<file path="src/rtl/pixel_frame_sequencer.sv">
// pixel_frame_sequencer: erase/expose/convert/read frame controller with Gray ramp ADC and streamed binary pixel output
// Ports:
//   clk, reset (async active-low)
//   start, continuous, cfg_expose, abort     frame control
//   erase, expose, convert, ramp_code, read  pixel array drive
//   col_gray                                 Gray data of the selected row, column k at [k*B +: B]
//   out_data/out_valid/out_ready             pixel stream, with out_sof/out_eol/out_eof markers
//   busy                                     high outside IDLE
module pixel_frame_sequencer #(
  parameter int H = 4,
  parameter int W = 4,
  parameter int B = 8,
  parameter int C_ERASE = 5,
  parameter int C_READ = 2
) (
  input  logic           clk,
  input  logic           reset,
  input  logic           start,
  input  logic           continuous,
  input  logic [15:0]    cfg_expose,
  input  logic           abort,
  output logic           erase,
  output logic           expose,
  output logic           convert,
  output logic [B-1:0]   ramp_code,
  output logic [H-1:0]   read,
  input  logic [W*B-1:0] col_gray,
  output logic [B-1:0]   out_data,
  output logic           out_valid,
  input  logic           out_ready,
  output logic           out_sof,
  output logic           out_eol,
  output logic           out_eof,
  output logic           busy
);
  localparam int RW = (H > 1) ? $clog2(H) : 1;
  localparam int CW = (W > 1) ? $clog2(W) : 1;
  localparam logic [2:0] S_IDLE    = 3'd0;
  localparam logic [2:0] S_ERASE   = 3'd1;
  localparam logic [2:0] S_EXPOSE  = 3'd2;
  localparam logic [2:0] S_CONVERT = 3'd3;
  localparam logic [2:0] S_READ    = 3'd4;
  localparam logic [2:0] S_STREAM  = 3'd5;
  localparam logic [15:0] ERASE_LAST = 16'(C_ERASE - 1);
  localparam logic [15:0] CONV_LAST  = 16'((1 << B) - 1);
  localparam logic [15:0] READ_LAST  = 16'(C_READ - 1);
  localparam logic [RW-1:0] R_LAST   = RW'(H - 1);
  localparam logic [CW-1:0] C_LAST   = CW'(W - 1);

  logic [2:0]            state_q, state_d;
  logic [15:0]           cnt_q, cnt_d;
  logic [15:0]           exp_q, exp_d;
  logic [15:0]           exp_last;
  logic [RW-1:0]         r_q, r_d;
  logic [CW-1:0]         c_q, c_d;
  logic [B-1:0]          ramp_q, ramp_d;
  logic [W-1:0][B-1:0]   buf_q, buf_d;
  logic                  xfer, last_col, last_row;

  function automatic logic [B-1:0] g2b(input logic [B-1:0] g);
    g2b[B-1] = g[B-1];
    for (int i = B - 2; i >= 0; i--) g2b[i] = g2b[i+1] ^ g[i];
  endfunction

  always_comb begin
    state_d  = state_q;
    cnt_d    = cnt_q + 16'd1;
    exp_d    = exp_q;
    r_d      = r_q;
    c_d      = c_q;
    buf_d    = buf_q;
    // a zero exposure setting still gives one expose cycle
    exp_last = (exp_q == 16'd0) ? 16'd0 : exp_q - 16'd1;
    xfer     = (state_q == S_STREAM) && out_ready;
    last_col = (c_q == C_LAST);
    last_row = (r_q == R_LAST);
    case (state_q)
      S_IDLE: begin
        cnt_d = '0;
        if (start) begin
          state_d = S_ERASE;
          exp_d   = cfg_expose;
          r_d     = '0;
        end
      end
      S_ERASE: if (cnt_q == ERASE_LAST) begin
        state_d = S_EXPOSE;
        cnt_d   = '0;
      end
      S_EXPOSE: if (cnt_q == exp_last) begin
        state_d = S_CONVERT;
        cnt_d   = '0;
      end
      S_CONVERT: if (cnt_q == CONV_LAST) begin
        state_d = S_READ;
        cnt_d   = '0;
        r_d     = '0;
      end
      S_READ: if (cnt_q == READ_LAST) begin
        state_d = S_STREAM;
        cnt_d   = '0;
        c_d     = '0;
        for (int k = 0; k < W; k++) buf_d[k] = g2b(col_gray[k*B +: B]);
      end
      S_STREAM: begin
        cnt_d = '0;
        if (xfer) begin
          c_d = last_col ? '0 : c_q + 1'b1;
          if (last_col && !last_row) begin
            state_d = S_READ;
            r_d     = r_q + 1'b1;
          end else if (last_col) begin
            // continuous is looked at only here, so clearing it mid-frame finishes the frame
            state_d = continuous ? S_ERASE : S_IDLE;
            exp_d   = continuous ? cfg_expose : exp_q;
            r_d     = '0;
          end
        end
      end
      default: state_d = S_IDLE;
    endcase
    if (abort) begin
      state_d = S_IDLE;
      cnt_d   = '0;
      r_d     = '0;
      c_d     = '0;
    end
    // ramp is registered from the next-state counter so it lines up with convert
    ramp_d = (state_d == S_CONVERT) ? cnt_d[B-1:0] ^ (cnt_d[B-1:0] >> 1) : '0;
  end

  always_ff @(posedge clk or negedge reset) begin
    if (!reset) begin
      state_q <= S_IDLE;
      cnt_q   <= '0;
      exp_q   <= '0;
      r_q     <= '0;
      c_q     <= '0;
      ramp_q  <= '0;
      buf_q   <= '0;
    end else begin
      state_q <= state_d;
      cnt_q   <= cnt_d;
      exp_q   <= exp_d;
      r_q     <= r_d;
      c_q     <= c_d;
      ramp_q  <= ramp_d;
      buf_q   <= buf_d;
    end
  end

  assign erase     = (state_q == S_ERASE);
  assign expose    = (state_q == S_EXPOSE);
  assign convert   = (state_q == S_CONVERT);
  assign ramp_code = ramp_q;
  assign read      = (state_q == S_READ) ? H'(1) << r_q : '0;
  assign out_valid = (state_q == S_STREAM);
  assign out_data  = out_valid ? buf_q[c_q] : '0;
  assign out_sof   = out_valid && (r_q == '0) && (c_q == '0);
  assign out_eol   = out_valid && last_col;
  assign out_eof   = out_valid && last_col && last_row;
  assign busy      = (state_q != S_IDLE);
endmodule

</file>
<file path="config.mk">
export PLATFORM = sky130hd
export DESIGN_NAME = pixel_frame_sequencer
export DESIGN_NICKNAME = d
export VERILOG_FILES = /design/src/rtl/pixel_frame_sequencer.sv
export SDC_FILE = /design/constraint.sdc
export NUM_CORES = 1
export LEC_CHECK = 0
export CORE_ASPECT_RATIO = 2
export CORE_MARGIN = 2
export CORE_UTILIZATION = 30
export DETAILED_ROUTE_END_ITERATION = 8
export HOLD_SLACK_MARGIN = 0.08
export RECOVER_POWER = 50
export SLEW_MARGIN = 5
export SYNTH_ARGS = -nofsm -noshare
export SYNTH_HDL_FRONTEND = slang
export SYNTH_SLANG_ARGS = --single-unit
export TNS_END_PERCENT = 30
</file>
<file path="constraint.sdc">
create_clock -name clk -period 4.38 [get_ports clk]
set_clock_uncertainty 0.15 [all_clocks]
set_input_delay 1.095 -clock clk [delete_from_list [all_inputs] [get_ports clk]]
set_output_delay 1.095 -clock clk [all_outputs]
set_load 0.02 [all_outputs]
</file>
==> summary.txt, run 1 <==
Run status
  • Outcome: complete, but fails checks
  • Failing checks: capacitance limit, slew limit

Synth
  • Synthesized Nets: 560
  • Post-synthesis adder-cell area fraction: 0.02541
  • Most common flop cell mapped by yosys: dfrtp_1
  • #FFs+latches synth: 79
  • Post-synthesis mux area share: 0.1006
  • Synth Area in Compound Gates: 0.1347
  • Synthesized area: 4925 µm²
  • Async SR Flop Fraction: 1.000
  • XOR/XNOR Fraction of Synth Area: 0.1115
  • Post-Synth Simple-Gate Area: 0.1806
  • Largest family of logic cells by synthesized area: simple AND/OR/NAND/NOR gates
  • Sequential fraction of the synthesis area: 0.4014
  • Number of enable flip-flop cells after synthesis: 0
  • Synth Instances: 496
  • Syn avg cell area: 9.929 µm²
  • Synth warnings: 0
  • Unique cell type count in the Yosys netlist: 65

Global routing
  • First-pass GRT wire length: 20880 µm
  • Pin count of the biggest net entering global routing: 80
  • Initial antenna violation count: 0
  • Global-route usage over all layers: 0.1525
  • Number of global-route vias before repair: 4212
  • Grt total ovfl: 0

Placement
  • GP Congestion: 0.9126
  • DP Wirelength: 9702 µm
  • Dpl cells: 757
  • IO buf count: 81

Clock tree
  • Cells resized by post-CTS repair: 0
  • TritonCTS buffer count: 9
  • CTS max path bufs: 2
  • Root Buffer: clkbuf_16
  • Post-CTS Setup Bufs: 0
  • Worst-Skew Late Latency: 330 ps
  • CTS hold repair buffers: 0
  • CTS tree: built
  • Worst-path clk slew: 60 ps
  • H-tree lvl count: 3
  • Clk sinks: 79

Route
  • Vias: 3937
  • Final wirelength: 12540 µm
  • Initial DRT Pass Iterations: 4
  • Post-route ant nets: 0
  • Initial detailed-routing violation count: 199
  • WL per Instance: 16.25 µm
  • # DRC: 0
  • Vias/cell: 5.100

Layout
  • Share of layout cells above drive strength 1: 0.1232
  • Fin cells: 772
  • Layout net count: 628
  • Most frequent cells in the layout: 79 x dfrtp_1, 71 x clkdlybuf4s50_1, 42 x nand2_1
  • Antenna cell count: 0
  • Commonest non-fill, non-tap cell in the layout: dfrtp_1
  • Area Overhead vs Synth: 25.56%

Power and ir drop
  • Logic gate share of total power: 0.174
  • Power per standard cell area: 315.1 nW/µm²
  • Psw: 0.5582 mW
  • Sequential share of power: 0.434
  • Peak VDD IR: 0.1886 mV
  • Leakage: 2.421 nW
  • Clock network fraction of total power: 0.392
  • Internal power: 1.390 mW
  • Switching power as a share of total power: 0.2865

Timing
  • Final Critical Period: 3686 ps
  • Final Max Tran Viols: 80
  • Total Neg Setup Slack: 0 ps
  • Final setup fails: 0
  • RSZ-0062 raised after global routing: false
  • FMAX: 271.3 MHz
  • Final hold vios: 0
  • Final Cycle Share: 0.8415
  • Worst-margin pin slew: 2026 ps
  • Worst slew margin: -0.3508

Floorplanning
  • Die Height: 185.2 µm
  • Site Rows: 66
  • Die ar.: 17520 µm²
  • Starting density of the core: 0.3043
  • Core area: 16190 µm²
  • Horiz. Die Dim: 94.60 µm
  • Number of top-level pins: 82

Setup path
  • Critical path cell sequence: mux4_2, and3_1, clkdlybuf4s50_1
  • Required @ worst endpoint: 3130 ps
  • Setup crit end kind: output pin
  • Startpoint class of the critical path: flop
  • CP Max Fanout: 12
  • Critical path class: flop to output pin
  • Critical path's slowest cell: dfrtp_1
  • Max incr delay on CP: 770 ps
  • Arr. time, crit path: 2440 ps

Hold path
  • Hold Path Class: flop to flop

Flow run
  • Max_cap viols: 1
[synthesized netlist by cell type (3+ instances only)]
library cell | number | area share
dfrtp_1 | 79 | 0.40
nand2_1 | 42 | 0.032
xnor2_1 | 32 | 0.057
o21ai_0 | 28 | 0.028
xor2_1 | 28 | 0.050
nor2_1 | 26 | 0.020
inv_1 | 23 | 0.018
clkbuf_1 | 22 | 0.017
mux2_2 | 20 | 0.046
nand3_1 | 18 | 0.018
a21oi_1 | 15 | 0.015
and3_1 | 13 | 0.017
ha_1 | 10 | 0.025
nor3_1 | 10 | 0.010
nand4_1 | 9 | 0.011
nor4_1 | 9 | 0.011
a211oi_2 | 8 | 0.020
mux2_1 | 8 | 0.018
mux4_2 | 8 | 0.037
a211oi_1 | 6 | 0.0091
a31oi_1 | 5 | 0.0064
and2_1 | 5 | 0.0064
nand2b_1 | 4 | 0.0051
nor2b_1 | 4 | 0.0051
o21a_1 | 4 | 0.0061
o21ai_1 | 4 | 0.0041
nor3b_1 | 3 | 0.0046
o211ai_1 | 3 | 0.0046
or3_1 | 3 | 0.0038
[state kept, by name (all words and copies together), names as in the netlist]
register	cells
state_q	3
buf_q	32
ramp_code	8
exp_q	16
c_q	2
r_q	2
cnt_q	16
[through the flow]
step	hold WS, ps	util	worst slack (ps)	area [µm²]	power, mW
after floorplan	294.6	-	1241	4925	1.071
after global placement	305.8	0.3642	861.6	5894	1.193
after detailed placement	323.3	0.3642	825.2	5894	1.203
after CTS	336.6	0.3824	647.7	6190	1.970
after global routing	364.4	0.3820	586.5	6183	2.037
final	333.4	0.3820	694.4	6183	1.948
[logic make-up after synthesis]
family                     count (synthesis)
and+or+nand+nor                          163
AOI/OAI and AO/OA                         94
DFF                                       79
xor gates and xnor gates                  61
buffers and inverters                     53
muxes                                     36
adders and majority gates                 10
[final cells by class]
cell class,instances,area (µm²)
inverter,23,86.33
clock inverter,6,70.07
multi-input combinational,364,2723
timing repair buffer,87,847.1
sequential,79,1977
tap,204,255.2
clock buffer,9,225.2
fill,1665,10000
[worst paths after layout]
check / cells after the start / end / from / slack [ps]
min in group asynchronous: 1 / r_q[1] / reset / 1170
hold reg to reg: 2 / buf_q[2] / buf_q[2] / 330
max in group asynchronous: 1 / ramp_code[3] / reset / 1700
setup reg to reg: 7 / cnt_q[9] / exp_q[10] / 830
hold / removal: 2 / buf_q[2] / buf_q[2] / 330
setup / recovery: 3 / out_data[2] / c_q[0] / 690
[critical path: cells and delay by family (launching register included)]
family / cells / cell delay, ps
buffers and inverters: 1 / 540
DFF: 1 / 770
muxes: 1 / 590
and+or+nand+nor: 1 / 200
[power groups by stage]
| stage | Clock [mW] | Sequential (mW) | Combinational (mW) |
|---|---|---|---|
| final | 0.763 | 0.846 | 0.339 |
| after global routing | 0.807 | 0.856 | 0.375 |
| after CTS | 0.778 | 0.846 | 0.345 |
| after detailed placement | 0 | 0.860 | 0.343 |
| after global placement | 0 | 0.857 | 0.336 |
| after floorplan | 0 | 0.819 | 0.252 |
[layer usage]
layer  global-route usage  up-vias  wire (µm)
met2               0.2997      104       7296
met1               0.1511     1904       4408
met5                    0        -          0
li1                     -     1908          -
met4              0.05739        0        298
met3              0.03173       21        539
Power figures use the tool's default switching activity.
==> run 2: changes to the inputs <==
==> constraint.sdc (replaced) <==
create_clock -name clk -period 3.45 [get_ports clk]
set_clock_uncertainty 0.15 [all_clocks]
set_input_delay 0.8625 -clock clk [delete_from_list [all_inputs] [get_ports clk]]
set_output_delay 0.8625 -clock clk [all_outputs]
set_load 0.02 [all_outputs]
==> summary.txt, run 2 (synthesis results as in run 1) <==
Timing
  • FMAX: 307.5 MHz
  • Final hold vios: 0 (unchanged)
  • Final Max Tran Viols: 80 (unchanged)
  • Hold_ws: 332.3 ps (-1.176 ps)
  • Worst-margin pin slew: 2009 ps (-17.11 ps)
  • Final Critical Period: 3252 ps
  • Final Cycle Share: 0.9426
  • Final setup fails: 0 (unchanged)
  • Worst slew margin: -0.3394 (+0.01141)

Clock tree
  • H-tree lvl count: 3 (unchanged)
  • CTS max path bufs: 2 (unchanged)
  • Root Buffer: clkbuf_16
  • CTS tree: built
  • CTS hold repair buffers: 0 (unchanged)
  • Worst-path clk slew: 60 ps (about the same)
  • Worst-Skew Late Latency: 340 ps (about the same)
  • TritonCTS buffer count: 9 (unchanged)
  • Clk sinks: 79 (unchanged)

Setup path
  • Required @ worst endpoint: 2440 ps (-690 ps)
  • Startpoint class of the critical path: flop
  • CP Max Fanout: 9 (-3)
  • Critical path class: flop to output pin
  • Reg2reg setup slack: 240 ps (-590 ps)
  • Arr. time, crit path: 2240 ps (-200 ps)
  • Setup crit end kind: output pin

Run status
  • Failing checks: capacitance limit, slew limit
  • Outcome: complete, but fails checks

Hold path
  • Hold Path Class: flop to flop

Floorplanning
  • Die Height: 185.2 µm (unchanged)
  • Core area: 16190 µm² (unchanged)
  • Number of top-level pins: 82 (unchanged)
  • Horiz. Die Dim: 94.60 µm (unchanged)
  • Starting density of the core: 0.3043 (unchanged)
  • Die ar.: 17520 µm² (unchanged)
  • Site Rows: 66 (unchanged)

Route
  • Post-route ant nets: 0 (unchanged)
  • WL per Instance: 16.07 µm (-1.1%)
  • Vias/cell: 5.057 (-0.84%)
  • # DRC: 0 (unchanged)
  • Initial DRT Pass Iterations: 4 (unchanged)
  • Initial detailed-routing violation count: 159 (-20%)
  • Final wirelength: 12680 µm (+1.1%)
  • Vias: 3990 (+1.3%)

Global routing
  • GRT met1 Usage: 0.1533 (+0.002189)
  • Pin count of the biggest net entering global routing: 80 (unchanged)
  • Initial antenna violation count: 0 (unchanged)
  • Number of global-route vias before repair: 4241 (+0.69%)
  • M2 GR Usage: 0.2903 (-0.009429)
  • Gr busiest metal: met2
  • Grt total ovfl: 0 (unchanged)
  • Met3 GRT Util: 0.03133 (-0.0004068)
  • First-pass GRT wire length: 20670 µm (-1.0%)
  • Global-route usage over all layers: 0.1532 (+0.0007126)

Layout
  • Most frequent cells in the layout: 79 x dfrtp_1, 71 x clkdlybuf4s50_1, 42 x nand2_1
  • Reg with most FFs: buf_q
  • Layout net count: 644 (+2.5%)
  • Biggest regs: buf_q: 32 flops, cnt_q: 16 flops, exp_q: 16 flops
  • Antenna cell count: 0 (unchanged)
  • Share of layout cells above drive strength 1: 0.1487 (+0.02548)
  • Largest register FFs: 32 (unchanged)
  • Area Overhead vs Synth: 28.35%
  • Layout filler cell count: 1654 (-0.66%)
  • Commonest non-fill, non-tap cell in the layout: dfrtp_1

Placement
  • GP Congestion: 0.9316 (+2.1%)
  • DP Wirelength: 9864 µm (+1.7%)
  • IO buf count: 81 (unchanged)

Power and ir drop
  • Peak VDD IR: 0.3192 mV (+69%)
  • Leakage: 2.520 nW (+4.1%)
  • Pwr Total: 2.472 mW (+27%)
  • Power per standard cell area: 391.1 nW/µm² (+24%)

Flow run
  • Max_cap viols: 1 (unchanged)
run 2: changes by cell type in the layout (fill, tap and decap cells not counted), sizes merged:
cell,before,now
inv,25,24
clkbuf,11,13
clkinv,0,3
clkinvlp,3,0
buf,5,21
run 2: layout make-up:
class / instances / area (µm²) / share of cell area
Clock buffer: 11 / 232.7 / 0.03682
Timing Repair Buffer: 103 / 979.7 / 0.1550
Inverter: 23 / 86.33 / 0.01366
Multi-Input combinational cell: 364 / 2733 / 0.4323
Tap cell: 204 / 255.2 / 0.04038
Clock inverter: 5 / 57.56 / 0.009105
Sequential cell: 79 / 1977 / 0.3127
run 2: what timing repair did:
action / 4_1_cts / 5_1_grt
resized for setup: 0 / 4
buffers inserted: 0 / 2
endpoints found under the setup margin: 0 / 16
run 2: critical path, cell delays in order (launching register included):
cell and delay [ps]:
dfrtp_1 500, nor2b_1 260, nor2b_1 350, and2_1 190, clkdlybuf4s50_1 600
run 2: per-stage QoR:
stage / cells / TNS (ps) / util / instance area, µm² / setup slack (ps)
after floorplan: 496 / 0 / - / 4925 / 310.6
after global placement: 771 / 0 / 0.3707 / 6000 / 131.6
after detailed placement: 771 / 0 / 0.3707 / 6000 / 40.28
after CTS: 787 / 0 / 0.3886 / 6290 / 32.07
after global routing: 789 / -2.319 / 0.3905 / 6321 / -2.319
final: 789 / 0 / 0.3905 / 6321 / 198.0
run 2: power breakdown:
| group | total (mW) | switching (mW) | internal [mW] |
|---|---|---|---|
| combinational | 0.473 | 0.230 | 0.243 |
| sequential | 1.06 | 0.0771 | 0.983 |
| clock | 0.939 | 0.377 | 0.562 |
run 2: worst paths after layout:
kind	depth (start not counted)	start	endpoint
max in group asynchronous	1	reset	exp_q[0]
max reg2reg	11	exp_q[1]	cnt_q[5]
max	4	state_q[2]	read[1]
min reg2reg	2	buf_q[10]	buf_q[10]
min	2	buf_q[10]	buf_q[10]
min in group asynchronous	1	reset	r_q[1]
run 2: routing by layer:
layer	up-vias	part of all wire
li1	1945	-
met1	1930	0.36
met2	96	0.57
met3	19	0.043
met4	0	0.030
met5	-	0
==> run 3: changes to the inputs <==
--- a/config.mk
+++ b/config.mk
@@ -5,9 +5,10 @@
 export SDC_FILE = /design/constraint.sdc
 export NUM_CORES = 1
 export LEC_CHECK = 0
-export CORE_ASPECT_RATIO = 2
+export CORE_ASPECT_RATIO = 0.5
 export CORE_MARGIN = 2
 export CORE_UTILIZATION = 30
+export CTS_CLUSTER_DIAMETER = 30
 export DETAILED_ROUTE_END_ITERATION = 8
 export HOLD_SLACK_MARGIN = 0.08
 export RECOVER_POWER = 50
==> summary.txt, run 3 (synthesis results as in run 1) <==
Setup path
  • Arr. time, crit path: 3400 ps (+1160 ps)
  • Critical path class: flop to flop
  • CP Max Fanout: 16 (+7)
  • Setup crit end kind: flop
  • Startpoint class of the critical path: flop
  • Required @ worst endpoint: 3530 ps (+1090 ps)

Clock tree
  • Worst-Skew Late Latency: 340 ps (about the same)
  • H-tree lvl count: 3 (unchanged)
  • Clk sinks: 79 (unchanged)
  • CTS max path bufs: 2 (unchanged)
  • Worst-path clk slew: 60 ps (about the same)
  • Root Buffer: clkbuf_16
  • TritonCTS buffer count: 9 (unchanged)
  • CTS tree: built
  • CTS hold repair buffers: 0 (unchanged)

Global routing
  • First-pass GRT wire length: 18880 µm (-8.6%)
  • Global-route usage over all layers: 0.1365 (-0.01664)
  • Pin count of the biggest net entering global routing: 80 (unchanged)
  • Initial antenna violation count: 0 (unchanged)
  • Grt total ovfl: 0 (unchanged)
  • Number of global-route vias before repair: 3799 (-10%)

Route
  • Initial DRT Pass Iterations: 4 (unchanged)
  • Vias/cell: 4.944 (-2.2%)
  • Post-route ant nets: 0 (unchanged)
  • Vias: 3990 (unchanged)
  • Final wirelength: 11580 µm (-8.7%)
  • WL per Instance: 14.35 µm (-11%)
  • # DRC: 0 (unchanged)
  • Initial detailed-routing violation count: 118 (-26%)

Layout
  • Most frequent cells in the layout: 78 x dfrtp_1, 71 x clkdlybuf4s50_1, 42 x nand2_1
  • Area Overhead vs Synth: 28.73%
  • Reg with most FFs: buf_q
  • Largest register FFs: 32 (unchanged)
  • Commonest non-fill, non-tap cell in the layout: dfrtp_1
  • Share of layout cells above drive strength 1: 0.1466 (-0.002166)
  • Layout net count: 640 (-0.62%)
  • Antenna cell count: 0 (unchanged)
  • Biggest regs: buf_q: 32 flops, cnt_q: 16 flops, exp_q: 16 flops

Placement
  • IO buf count: 81 (unchanged)
  • Place WS: 126.5 ps (+86.23 ps)
  • DP Wirelength: 8580 µm (-13%)
  • GP Congestion: 0.8342 (-10%)

Timing
  • Total Neg Setup Slack: 0 ps (unchanged)
  • RSZ-0062 raised after global routing: false
  • Final hold vios: 0 (unchanged)
  • Final WS setup: 136.3 ps (-61.63 ps)
  • Final Cycle Share: 0.9605 (+0.01786)
  • Final Critical Period: 3314 ps (+61.63 ps)
  • Worst-margin pin slew: 1959 ps (-50.48 ps)
  • Final setup fails: 0 (unchanged)
  • FMAX: 301.8 MHz (-1.9%)
  • Worst slew margin: -0.3057 (+0.03366)
  • Final Max Tran Viols: 80 (unchanged)

Floorplanning
  • Horiz. Die Dim: 185.2 µm (+96%)
  • Core area: 16230 µm² (+0.26%)
  • Site Rows: 33 (-50%)
  • Die Height: 94.60 µm (-49%)
  • Starting density of the core: 0.3035 (-0.0007742)
  • Die ar.: 17520 µm² (unchanged)
  • Number of top-level pins: 82 (unchanged)

Power and ir drop
  • Power per standard cell area: 391.2 nW/µm² (about the same)
  • Leakage: 2.492 nW (-1.1%)
  • Peak VDD IR: 0.2075 mV (-35%)

Run status
  • Failing checks: capacitance limit, slew limit
  • Outcome: complete, but fails checks

Flow run
  • Max_cap viols: 1 (unchanged)

Hold path
  • Hold Path Class: flop to flop
-- run 3: cell count changes in the layout (fill, tap and decap cells not counted), sizes merged --
cell | previous run | this run
clkinv | 3 | 2
clkbuf | 13 | 12
buf | 21 | 17
inv | 24 | 23
clkinvlp | 0 | 2
-- run 3: what timing repair did --
item | CTS | global route
buffers inserted | 0 | 1
resized for setup | 0 | 4
endpoints found under the setup margin | 0 | 22
-- run 3: worst paths after layout --
| check | cells after the start | slack [ps] | from | to |
|---|---|---|---|---|
| worst max-delay path | 11 | 140 | exp_q[1] | cnt_q[9] |
| worst min-delay path | 2 | 330 | buf_q[13] | buf_q[13] |
| worst max register to register | 11 | 140 | exp_q[1] | cnt_q[9] |
| max in group asynchronous | 1 | 950 | reset | c_q[0] |
| worst min register to register | 2 | 330 | buf_q[13] | buf_q[13] |
| min in group asynchronous | 1 | 920 | reset | buf_q[18] |
-- run 3: layout make-up --
class,instances,area [µm²]
clock buffer,10,239.0
timing repair buffer,99,949.7
sequential,79,1978
fill,1607,9887
clock inverter,5,58.81
multi-input combinational,364,2744
tap,227,284.0
inverter,23,86.33
-- run 3: critical path, stage by stage (launching register included) --
cell and delay, ps:
dfrtp_1 400, inv_1 70, ha_2 210, or4b_4 500, or4_4 500, o21ai_1 160, a22oi_1 100, o211ai_2 130
a2111oi_4 80, a311o_2 430, buf_12 170, a221oi_1 300
-- run 3: metal layers --
metal	vias up	GRT usage	part of all wire
met5	-	0	0
met4	0	0.04431	0.013
met3	13	0.02970	0.041
met2	72	0.2316	0.49
met1	1980	0.1747	0.46
li1	1925	-	-
-- run 3: per-stage QoR --
step | util | hold slack [ps] | instances | power [mW] | area [µm²]
after floorplan | - | 294.6 | 496 | 1.360 | 4925
after global placement | 0.3709 | 306.6 | 791 | 1.522 | 6018
after detailed placement | 0.3709 | 321.5 | 791 | 1.532 | 6018
after CTS | 0.3892 | 335.6 | 806 | 2.500 | 6316
after global routing | 0.3907 | 364.8 | 807 | 2.596 | 6340
final | 0.3907 | 332.9 | 807 | 2.480 | 6340
-- run 3: where the power goes --
part	switching, mW	internal, mW	total [mW]
Sequential	0.0848	0.982	1.07
Combinational	0.214	0.235	0.449
Clock	0.388	0.576	0.964
